**config.mk**
```make
export PLATFORM = sky130hd
export DESIGN_NAME = gyr_resp_capture_flat
export DESIGN_NICKNAME = d
export VERILOG_FILES = /design/src/rtl/gyr_resp_capture_if.sv /design/src/rtl/gyr_resp_capture.sv /design/src/flat_wrapper.sv
export SDC_FILE = /design/constraint.sdc
export NUM_CORES = 1
export LEC_CHECK = 0
export ABC_AREA = 1
export BUFFER_PORTS_ARGS = -buffer_cell sky130_fd_sc_hd__clkbuf_2
export CORE_ASPECT_RATIO = 0.6
export CORE_MARGIN = 2
export CORE_UTILIZATION = 35
export CTS_BUF_LIST = sky130_fd_sc_hd__clkbuf_16
export DETAILED_ROUTE_END_ITERATION = 8
export GPL_TIMING_DRIVEN = 0
export MAX_ROUTING_LAYER = met4
export PLACE_DENSITY_LB_ADDON = 0.12
export SYNTH_ARGS = -nofsm -noshare
export SYNTH_HDL_FRONTEND = slang
export SYNTH_SLANG_ARGS = --single-unit
```
**constraint.sdc**
```tcl
create_clock -name clk -period 2.4 [get_ports clk]
set_input_delay 0.24 -clock clk [delete_from_list [all_inputs] [get_ports clk]]
set_output_delay 0.24 -clock clk [all_outputs]
set_load 0.02 [all_outputs]
```
**src/rtl/gyr_resp_capture_if.sv**
```systemverilog
// Gyrator response capture bus: sweep control, ADC sample stream and result handshake.
// Optional r_avg member is present only when GYR_RESP_CAPTURE_AVG_EN is defined.
interface gyr_resp_capture_if #(
    parameter int DW = 12,
    parameter int NW = 8
);
    logic                 start;
    logic [NW-1:0]        n_samp;
    logic                 s_valid;
    logic signed [DW-1:0] s_data;
    logic                 busy;
    logic                 r_valid;
    logic                 r_ready;
    logic signed [DW-1:0] r_max;
    logic signed [DW-1:0] r_min;
    logic [DW:0]          r_pp;
    logic [NW-1:0]        r_idx;
    logic                 drop;
`ifdef GYR_RESP_CAPTURE_AVG_EN
    logic signed [DW-1:0] r_avg;
`endif

    modport master (
        output start, n_samp, s_valid, s_data, r_ready,
`ifdef GYR_RESP_CAPTURE_AVG_EN
        input  r_avg,
`endif
        input  busy, r_valid, r_max, r_min, r_pp, r_idx, drop
    );

    modport slave (
        input  start, n_samp, s_valid, s_data, r_ready,
`ifdef GYR_RESP_CAPTURE_AVG_EN
        output r_avg,
`endif
        output busy, r_valid, r_max, r_min, r_pp, r_idx, drop
    );
endinterface

```
**src/rtl/gyr_resp_capture.sv**
```systemverilog
// Gyrator response capture: per sweep point, discards SETTLE samples, tracks
// signed max/min over n_samp samples and queues {max, min, pp, idx} in a 4-deep FIFO.
// Optional feature macro: GYR_RESP_CAPTURE_AVG_EN adds a per-point truncated average (r_avg).
module gyr_resp_capture #(
    parameter int DW     = 12,
    parameter int NW     = 8,
    parameter int SETTLE = 4
) (
    input  logic            clk,
    input  logic            rst_n,
    gyr_resp_capture_if.slave bus
);

    typedef enum logic [1:0] {ST_IDLE, ST_SETTLE, ST_ACQ, ST_PUSH} state_t;

    localparam logic [3:0] SETTLE_LAST = 4'((SETTLE == 0) ? 0 : SETTLE - 1);
    localparam int         AW          = DW + NW;

    typedef struct packed {
        logic signed [DW-1:0] mx;
        logic signed [DW-1:0] mn;
        logic [DW:0]          pp;
        logic [NW-1:0]        idx;
`ifdef GYR_RESP_CAPTURE_AVG_EN
        logic signed [DW-1:0] avg;
`endif
    } entry_t;

    state_t               state_q, state_d;
    logic [NW-1:0]        nsamp_q, nsamp_d;
    logic [3:0]           settle_q, settle_d;
    logic [NW-1:0]        cnt_q, cnt_d;
    logic signed [DW-1:0] max_q, max_d;
    logic signed [DW-1:0] min_q, min_d;
    logic [NW-1:0]        idx_q, idx_d;
    logic                 drop_q, drop_d;
    entry_t               mem_q [4];
    entry_t               mem_d [4];
    logic [1:0]           wr_q, wr_d;
    logic [1:0]           rd_q, rd_d;
    logic [2:0]           count_q, count_d;
`ifdef GYR_RESP_CAPTURE_AVG_EN
    logic signed [AW-1:0] acc_q, acc_d;
    logic signed [AW-1:0] nsamp_ext;
`endif

    logic   push, pop, full, push_ok;
    entry_t entry;

    // FIFO handshake qualifiers; a pop in the PUSH cycle frees the slot being written
    always_comb begin
        push    = (state_q == ST_PUSH);
        pop     = (count_q != 3'd0) && bus.r_ready;
        full    = (count_q == 3'd4);
        push_ok = push && (!full || pop);
    end

    // Result word assembled from the running extremes
    always_comb begin
        entry     = '0;
        entry.mx  = max_q;
        entry.mn  = min_q;
        entry.pp  = {max_q[DW-1], max_q} - {min_q[DW-1], min_q};
        entry.idx = idx_q;
`ifdef GYR_RESP_CAPTURE_AVG_EN
        nsamp_ext = {{DW{1'b0}}, nsamp_q};
        entry.avg = DW'(acc_q / nsamp_ext);
`endif
    end

    // Capture FSM next-state and datapath updates
    always_comb begin
        state_d  = state_q;
        nsamp_d  = nsamp_q;
        settle_d = settle_q;
        cnt_d    = cnt_q;
        max_d    = max_q;
        min_d    = min_q;
        idx_d    = idx_q;
        drop_d   = drop_q;
`ifdef GYR_RESP_CAPTURE_AVG_EN
        acc_d    = acc_q;
`endif
        case (state_q)
            ST_IDLE: begin
                if (bus.start) begin
                    nsamp_d  = (bus.n_samp == '0) ? NW'(1) : bus.n_samp;
                    settle_d = '0;
                    cnt_d    = '0;
`ifdef GYR_RESP_CAPTURE_AVG_EN
                    acc_d    = '0;
`endif
                    state_d  = (SETTLE == 0) ? ST_ACQ : ST_SETTLE;
                end
            end
            ST_SETTLE: begin
                if (bus.s_valid) begin
                    if (settle_q == SETTLE_LAST) begin
                        state_d = ST_ACQ;
                    end else begin
                        settle_d = settle_q + 4'd1;
                    end
                end
            end
            ST_ACQ: begin
                if (bus.s_valid) begin
                    if (cnt_q == '0) begin
                        max_d = bus.s_data;
                        min_d = bus.s_data;
                    end else begin
                        if (bus.s_data > max_q) max_d = bus.s_data;
                        if (bus.s_data < min_q) min_d = bus.s_data;
                    end
`ifdef GYR_RESP_CAPTURE_AVG_EN
                    acc_d = acc_q + AW'(bus.s_data);
`endif
                    cnt_d = cnt_q + NW'(1);
                    if (cnt_q + NW'(1) == nsamp_q) state_d = ST_PUSH;
                end
            end
            ST_PUSH: begin
                state_d = ST_IDLE;
                idx_d   = idx_q + NW'(1);
                if (!push_ok) drop_d = 1'b1;
            end
            default: state_d = ST_IDLE;
        endcase
    end

    // Result FIFO pointer/occupancy and storage update
    always_comb begin
        mem_d   = mem_q;
        wr_d    = wr_q;
        rd_d    = rd_q;
        count_d = count_q;
        if (push_ok) begin
            mem_d[wr_q] = entry;
            wr_d        = wr_q + 2'd1;
        end
        if (pop) rd_d = rd_q + 2'd1;
        case ({push_ok, pop})
            2'b10:   count_d = count_q + 3'd1;
            2'b01:   count_d = count_q - 3'd1;
            default: count_d = count_q;
        endcase
    end

    // State and storage registers with synchronous active-low reset
    always_ff @(posedge clk) begin
        if (!rst_n) begin
            state_q  <= ST_IDLE;
            nsamp_q  <= '0;
            settle_q <= '0;
            cnt_q    <= '0;
            max_q    <= '0;
            min_q    <= '0;
            idx_q    <= '0;
            drop_q   <= 1'b0;
            mem_q    <= '{default: '0};
            wr_q     <= '0;
            rd_q     <= '0;
            count_q  <= '0;
`ifdef GYR_RESP_CAPTURE_AVG_EN
            acc_q    <= '0;
`endif
        end else begin
            state_q  <= state_d;
            nsamp_q  <= nsamp_d;
            settle_q <= settle_d;
            cnt_q    <= cnt_d;
            max_q    <= max_d;
            min_q    <= min_d;
            idx_q    <= idx_d;
            drop_q   <= drop_d;
            mem_q    <= mem_d;
            wr_q     <= wr_d;
            rd_q     <= rd_d;
            count_q  <= count_d;
`ifdef GYR_RESP_CAPTURE_AVG_EN
            acc_q    <= acc_d;
`endif
        end
    end

    // Outputs present the FIFO head; storage is cleared on reset so fields read 0
    always_comb begin
        bus.busy    = (state_q != ST_IDLE);
        bus.r_valid = (count_q != 3'd0);
        bus.r_max   = mem_q[rd_q].mx;
        bus.r_min   = mem_q[rd_q].mn;
        bus.r_pp    = mem_q[rd_q].pp;
        bus.r_idx   = mem_q[rd_q].idx;
        bus.drop    = drop_q;
`ifdef GYR_RESP_CAPTURE_AVG_EN
        bus.r_avg   = mem_q[rd_q].avg;
`endif
    end

endmodule

```
**src/flat_wrapper.sv**
```systemverilog
// flat-port wrapper written by rule: the top's interface ports become plain ports
module gyr_resp_capture_flat 
#(
    parameter int DW     = 12,
    parameter int NW     = 8,
    parameter int SETTLE = 4
)
  (clk, rst_n, bus_start, bus_n_samp, bus_s_valid, bus_s_data, bus_r_ready, bus_busy, bus_r_valid, bus_r_max, bus_r_min, bus_r_pp, bus_r_idx, bus_drop);
  gyr_resp_capture_if #(.DW(DW), .NW(NW)) bus_i ();
  input  logic clk;
  input  logic rst_n;
  input wire logic [$bits(bus_i.start)-1:0] bus_start;
  input wire logic [$bits(bus_i.n_samp)-1:0] bus_n_samp;
  input wire logic [$bits(bus_i.s_valid)-1:0] bus_s_valid;
  input wire logic [$bits(bus_i.s_data)-1:0] bus_s_data;
  input wire logic [$bits(bus_i.r_ready)-1:0] bus_r_ready;
  output wire logic [$bits(bus_i.busy)-1:0] bus_busy;
  output wire logic [$bits(bus_i.r_valid)-1:0] bus_r_valid;
  output wire logic [$bits(bus_i.r_max)-1:0] bus_r_max;
  output wire logic [$bits(bus_i.r_min)-1:0] bus_r_min;
  output wire logic [$bits(bus_i.r_pp)-1:0] bus_r_pp;
  output wire logic [$bits(bus_i.r_idx)-1:0] bus_r_idx;
  output wire logic [$bits(bus_i.drop)-1:0] bus_drop;
  assign bus_i.start = bus_start;
  assign bus_i.n_samp = bus_n_samp;
  assign bus_i.s_valid = bus_s_valid;
  assign bus_i.s_data = bus_s_data;
  assign bus_i.r_ready = bus_r_ready;
  assign bus_busy = bus_i.busy;
  assign bus_r_valid = bus_i.r_valid;
  assign bus_r_max = bus_i.r_max;
  assign bus_r_min = bus_i.r_min;
  assign bus_r_pp = bus_i.r_pp;
  assign bus_r_idx = bus_i.r_idx;
  assign bus_drop = bus_i.drop;
  gyr_resp_capture #(.DW(DW), .NW(NW), .SETTLE(SETTLE)) u_core (.clk(clk), .rst_n(rst_n), .bus(bus_i));
endmodule
```
**Word-level counts from Yosys, hierarchy flattened**

Cells that the tools add are included.

- Output and inout port bits: 48
- ROM bits: 0
- Memory bits (writable): 0
- Memories kept: 0
- Latch bits: 0
- Bits in registers: 242

- Div/mod/pow operators: 0
- Shifts and indexed selects: 0
- Multipliers: 0
- Equality and inequality tests: 14
- Bitwise operators: 3
- Order comparisons: 5
- Reductions and logical operators: 22
- Multiplexer cells: 25
- $add $sub $neg: 8

Operators by type and width:

| cell | number |
|---|---|
| $bwmux W180 | 1 |
| $mux W45 | 3 |
| $bmux W45 S2 | 1 |
| $demux W45 S2 | 1 |
| $mux W12 | 4 |
| $mux W8 | 3 |
| $add A8 B1 Y8 const B | 2 |
| $logic_not A8 Y1 | 2 |
| $pmux W8 S2 | 1 |
| $sub A12 B12 Y13 | 1 |
| $gt A12 B12 Y1 | 1 |
| $lt A12 B12 Y1 | 1 |
| $mux W4 | 3 |
| $reduce_bool A2 Y1 | 6 |
| $mux W2 | 5 |
| $reduce_and A3 Y1 | 3 |
| $eq A8 B8 Y1 | 1 |
| $ne A2 B2 Y1 const B | 4 |
| $pmux W2 S4 | 1 |
| $pmux W4 S2 | 1 |
| $eq A2 B2 Y1 const B | 3 |
| $ge A3 B3 Y1 const B | 2 |
| $not A2 Y3 | 2 |
| $pmux W3 S2 | 1 |
| other kinds (18) | 24 |

**Depth between registers and ports, before layout**

- Depth after elaboration: 6
- Mapped depth: 15
- Depth with buffers taken out: 14

**Least setup slack after synthesis**

OpenSTA, ideal clock, no wires.

- Path type: reg-to-reg
- From: reg u_core.max_q[0]
- To: reg u_core.mem_q[110] (netlist bit)
- Arrival time: 2011 ps
- Setup slack: 280 ps
- Cell stages (with the launch flop): 13
- Path buffers: 0
- Path through: dfxtp_1 > inv_1 > ha_1 > fa_1 > nand3b_1 > nand2_1 > a21oi_1 > o21bai_1 > nand2_1 > o21ai_1 > nand3_1 > nand2_1 > inv_1

- Word-level cells in the longest chain between the ends: 2

RTL lines:

| element | RTL line | text |
|---|---|---|
| start, declared | gyr_resp_capture.sv:33 | `logic signed [DW-1:0] max_q, max_d;` |
| start signal, assigned | gyr_resp_capture.sv:171 | `max_q <= max_d;` |
| $sub A12 B12 Y13 | gyr_resp_capture.sv:63 | `entry.pp = {max_q[DW-1], max_q} - {min_q[DW-1], min_q};` |
| $bwmux W180 | gyr_resp_capture.sv:137 | `mem_d[wr_q] = entry;` |
| end signal, assigned | gyr_resp_capture.sv:175 | `mem_q <= mem_d;` |
| end, declared | gyr_resp_capture.sv:37 | `entry_t mem_q [4];` |

Every way passes these cells.
A chain may end at the register's enable or synchronous reset.

**Worst setup path in the final report**

- From: reg u_core.rd_q[1]
- To: out bus_r_min[5]

- Word-level cells in the longest chain between the ends: 4

RTL lines:

| element | RTL line | text |
|---|---|---|
| start, declared | gyr_resp_capture.sv:40 | `logic [1:0] rd_q, rd_d;` |
| start signal, assigned | gyr_resp_capture.sv:177 | `rd_q <= rd_d;` |
| $not A2 Y3 (not written as such) | gyr_resp_capture.sv:190 | `bus.r_min = mem_q[rd_q].mn;` |
| $bmux W45 S2 | gyr_resp_capture.sv:190 |  |
| $mux W45 (not written as such) (2 in a row) | gyr_resp_capture.sv:190 |  |
| end, declared | flat_wrapper.sv:20 | `output wire logic [$bits(bus_i.r_min)-1:0] bus_r_min;` |

Every way passes these cells. The select of a mux whose other input is x is not followed.

==> flow_summary_export.csv <==
group,metric,value,unit
run_status,outcome,"finished clean",
place,dp_slack,-343,ps
pwr,seqPwrFrac,32.7,%
setup_path,endpoint_kind,"output pin",
cells_and_area,register_area,0.00485,sq mm
route,num_vias,11321,
sta,period_minus_slack,2360,ps
sta,fin_skew,38.6,ps
pwr,p_int,8.15,mW
pwr,power_frac_clock,27.2,%
pwr,leakage,5.85,nW
logic_synthesis,async_reset_ff_share,0,%
global_route,overflow,0,
logic_synthesis,syn-cell-area,0.0115,sq mm
route,via_per_inst,5.38,
route,dr.pass1.iters,5,
route,ant_nets,0,
sta,worst_pin_slew,953,ps
sta,period_share,98.4,%
route,route.detailed.drc,0,
setup_path,crit_fanout,10,
die,fp.coreArea,0.0324,sq mm
setup_path,arrival,2120,ps
sta,fin_tns_setup,0,ps
logic_synthesis,synthDistinctLibCells,40,
global_route,grt_pass1_wl,62900,microns
logic_synthesis,ys_seq_elements,242,
global_route,grt_max_degree,14,
setup_path,path_class,"reg -> out",
cells_and_area,syn_to_final_growth,17.6,%
cells_and_area,drive_above_1_share,13.9,%
logic_synthesis,synth_top_area_share,42.2,%
cells_and_area,multi_input_area,0.00569,sq mm
cells_and_area,postLayoutCoreUtil,41.7,%
clocking,htree_levels,1,
pwr,power.density,1040,mW/mm^2
cells_and_area,layout_commonest_cell,"dfxtp_1",
route,first_iter_violations,1310,
sta,rsz0062_at_grt,"yes",
logic_synthesis,ys_seq_area_share,42.2,%
place,gp_congestion,0.914,
die,dieWidth,238,microns
cells_and_area,fin_cells,2104,
route,avgRoutedWirePerCell,20.0,microns
clocking,cts_sinks,242,
sta,drv_slew,0,
hold_path,hold_path_class,"in -> reg",
clocking,root_buffer,"clkbuf_16",
job,max_cap_viol_count,0,
route,drt-total-wl,42000,microns
global_route,antenna_found_initial,1,
clocking,clk_pin_slew_worst_paths,60,ps
cells_and_area,final_cell_mix,"dfxtp_1, o21ai_0, a21oi_1, nand2_1, nor2_1",
die,fp-row-count,51,
logic_synthesis,synth-edff-count,0,
logic_synthesis,postSynthCellCount,1543,
clocking,cts_buffers,26,
place,place_inst,2038,
place,dp_hpwl,30600,microns
pwr,switching_power,5.93,mW
die,die-area,0.0343,sq mm
logic_synthesis,syn_avg_cell_area,7.44,sq um
cells_and_area,fillers,3359,
cells_and_area,fin_nets,1736,
pwr,ir_worst_vdd,0.511,mV
global_route,grt_usage,25.0,%
logic_synthesis,yosysWarnings,0,
clocking,cts.path.max_buffers,3,
logic_synthesis,synth_ff_type,"dfxtp_1",
die,io_pins,73,
logic_synthesis,synth_top_area_cell,"dfxtp_1",
sta,max_freq,0.424,GHz
clocking,cts_tree,"yes",
sta,hold_viol_final,0,
sta,final.setup.worst_slack,38.9,ps
place,io_buffers,71,
die,die_h,144,microns
sta,hold_ws,20.3,ps
logic_synthesis,synthTopCellsByArea,"dfxtp_1, o21ai_0, a21oi_1",
sta,relSlewSlack,36.0,%
setup_path,worstSetupStartpointType,"flop",
die,initial_core_util,35.5,%
cells_and_area,diodes,0,
setup_path,required,2160,ps
global_route,grt_pass1_vias,10133,
sta,setup_viol,0,
clocking,clock_latency,570,ps
pwr,power_frac_comb,40.1,%
pwr,swShare,42.1,%
logic_synthesis,syn-num-nets,1619,
==> layer usage <==
metal | up-vias | track usage [%] | part of all wire [%]
met5 | - | - | 0
met4 | 0 | 6.95 | 2.5
met1 | 5338 | 37.4 | 51
li1 | 5491 | - | -
met3 | 54 | 5.88 | 9.1
met2 | 438 | 32.7 | 38
==> kinds of logic after synthesis <==
group / share of synthesized area [%]
flip-flops: 42.2
adder cells (fa/ha/maj): 5.69
XOR/XNOR: 0.610
AO/OA/AOI/OAI: 26.1
AND/OR/NAND/NOR: 16.6
buffers and inverters: 8.91
==> flip-flops by register name (all words and copies together) (netlist names), 3 cells and up <==
name and count:
u_core.cnt_q 8, u_core.mem_q 180, u_core.settle_q 4, u_core.count_q 3
u_core.min_q 12, u_core.max_q 12, u_core.idx_q 8, u_core.nsamp_q 8
==> path summary, 6_finish.rpt <==
check | to | cells after the start | slack [ps] | start
min reg2reg | u_core.mem_q[94]$_SDFFE_PN0P_ | 2 | 460 | u_core.mem_q[94]$_SDFFE_PN0P_
max | bus_r_min[5] | 6 | 40 | u_core.rd_q[1]$_SDFFE_PN0P_
max reg2reg | u_core.mem_q[11]$_SDFFE_PN0P_ | 6 | 90 | u_core.min_q[2]$_SDFFE_PN0P_
min | u_core.rd_q[0]$_SDFFE_PN0P_ | 4 | 20 | bus_r_ready
==> cells in the mapped netlist (10+ instances only) <==
library cell,number
o21a_1,18
nor2_1,155
buf_4,16
o22ai_1,45
inv_1,134
dfxtp_1,242
nand3_1,79
nand2_1,170
o21ai_0,233
nand4_1,10
a21oi_1,218
o211ai_1,12
ha_1,49
clkbuf_1,53
o21ai_1,21
buf_2,17
==> critical path, stage by stage, from the launching register on <==
cell	delay, ps
dfxtp_4	420
inv_1	90
clkbuf_4	220
buf_4	220
o21ai_0	110
o22ai_1	260
clkbuf_2	230
==> area by class of cell <==
type	count	area share, %
Timing Repair Buffer	90	3.84
Clock inverter	22	0.982
Multi-Input combinational cell	1062	42.2
Inverter	141	4.34
Buffer	97	4.01
Sequential cell	242	35.9
Tap cell	424	3.93
Clock buffer	26	4.82
==> through the flow <==
stage	power, mW	instance area [sq um]
after global placement	9.91	12400
after CTS	13.9	13300
after floorplan	8.06	11500
final	14.1	13500
after detailed placement	9.92	12400
after global routing	14.9	13500
==> power groups by stage <==
stage                     Combinational, mW  Sequential, mW  Clock, mW
after floorplan                        3.47            4.59          0
after global placement                 5.26            4.65          0
after detailed placement               5.27            4.65          0
after CTS                              5.44            4.57       3.89
after global routing                   6.18            4.64       4.05
final                                  5.65            4.60       3.83
==> what timing repair did <==
item	in CTS	in global routing
hold endpoints to repair	7	0
resized for setup	49	34
setup endpoints to repair	58	77
hold buffers	7	0
pin swaps	3	4
buffers inserted	0	12
No activity file was read; power rests on OpenSTA's default activity.
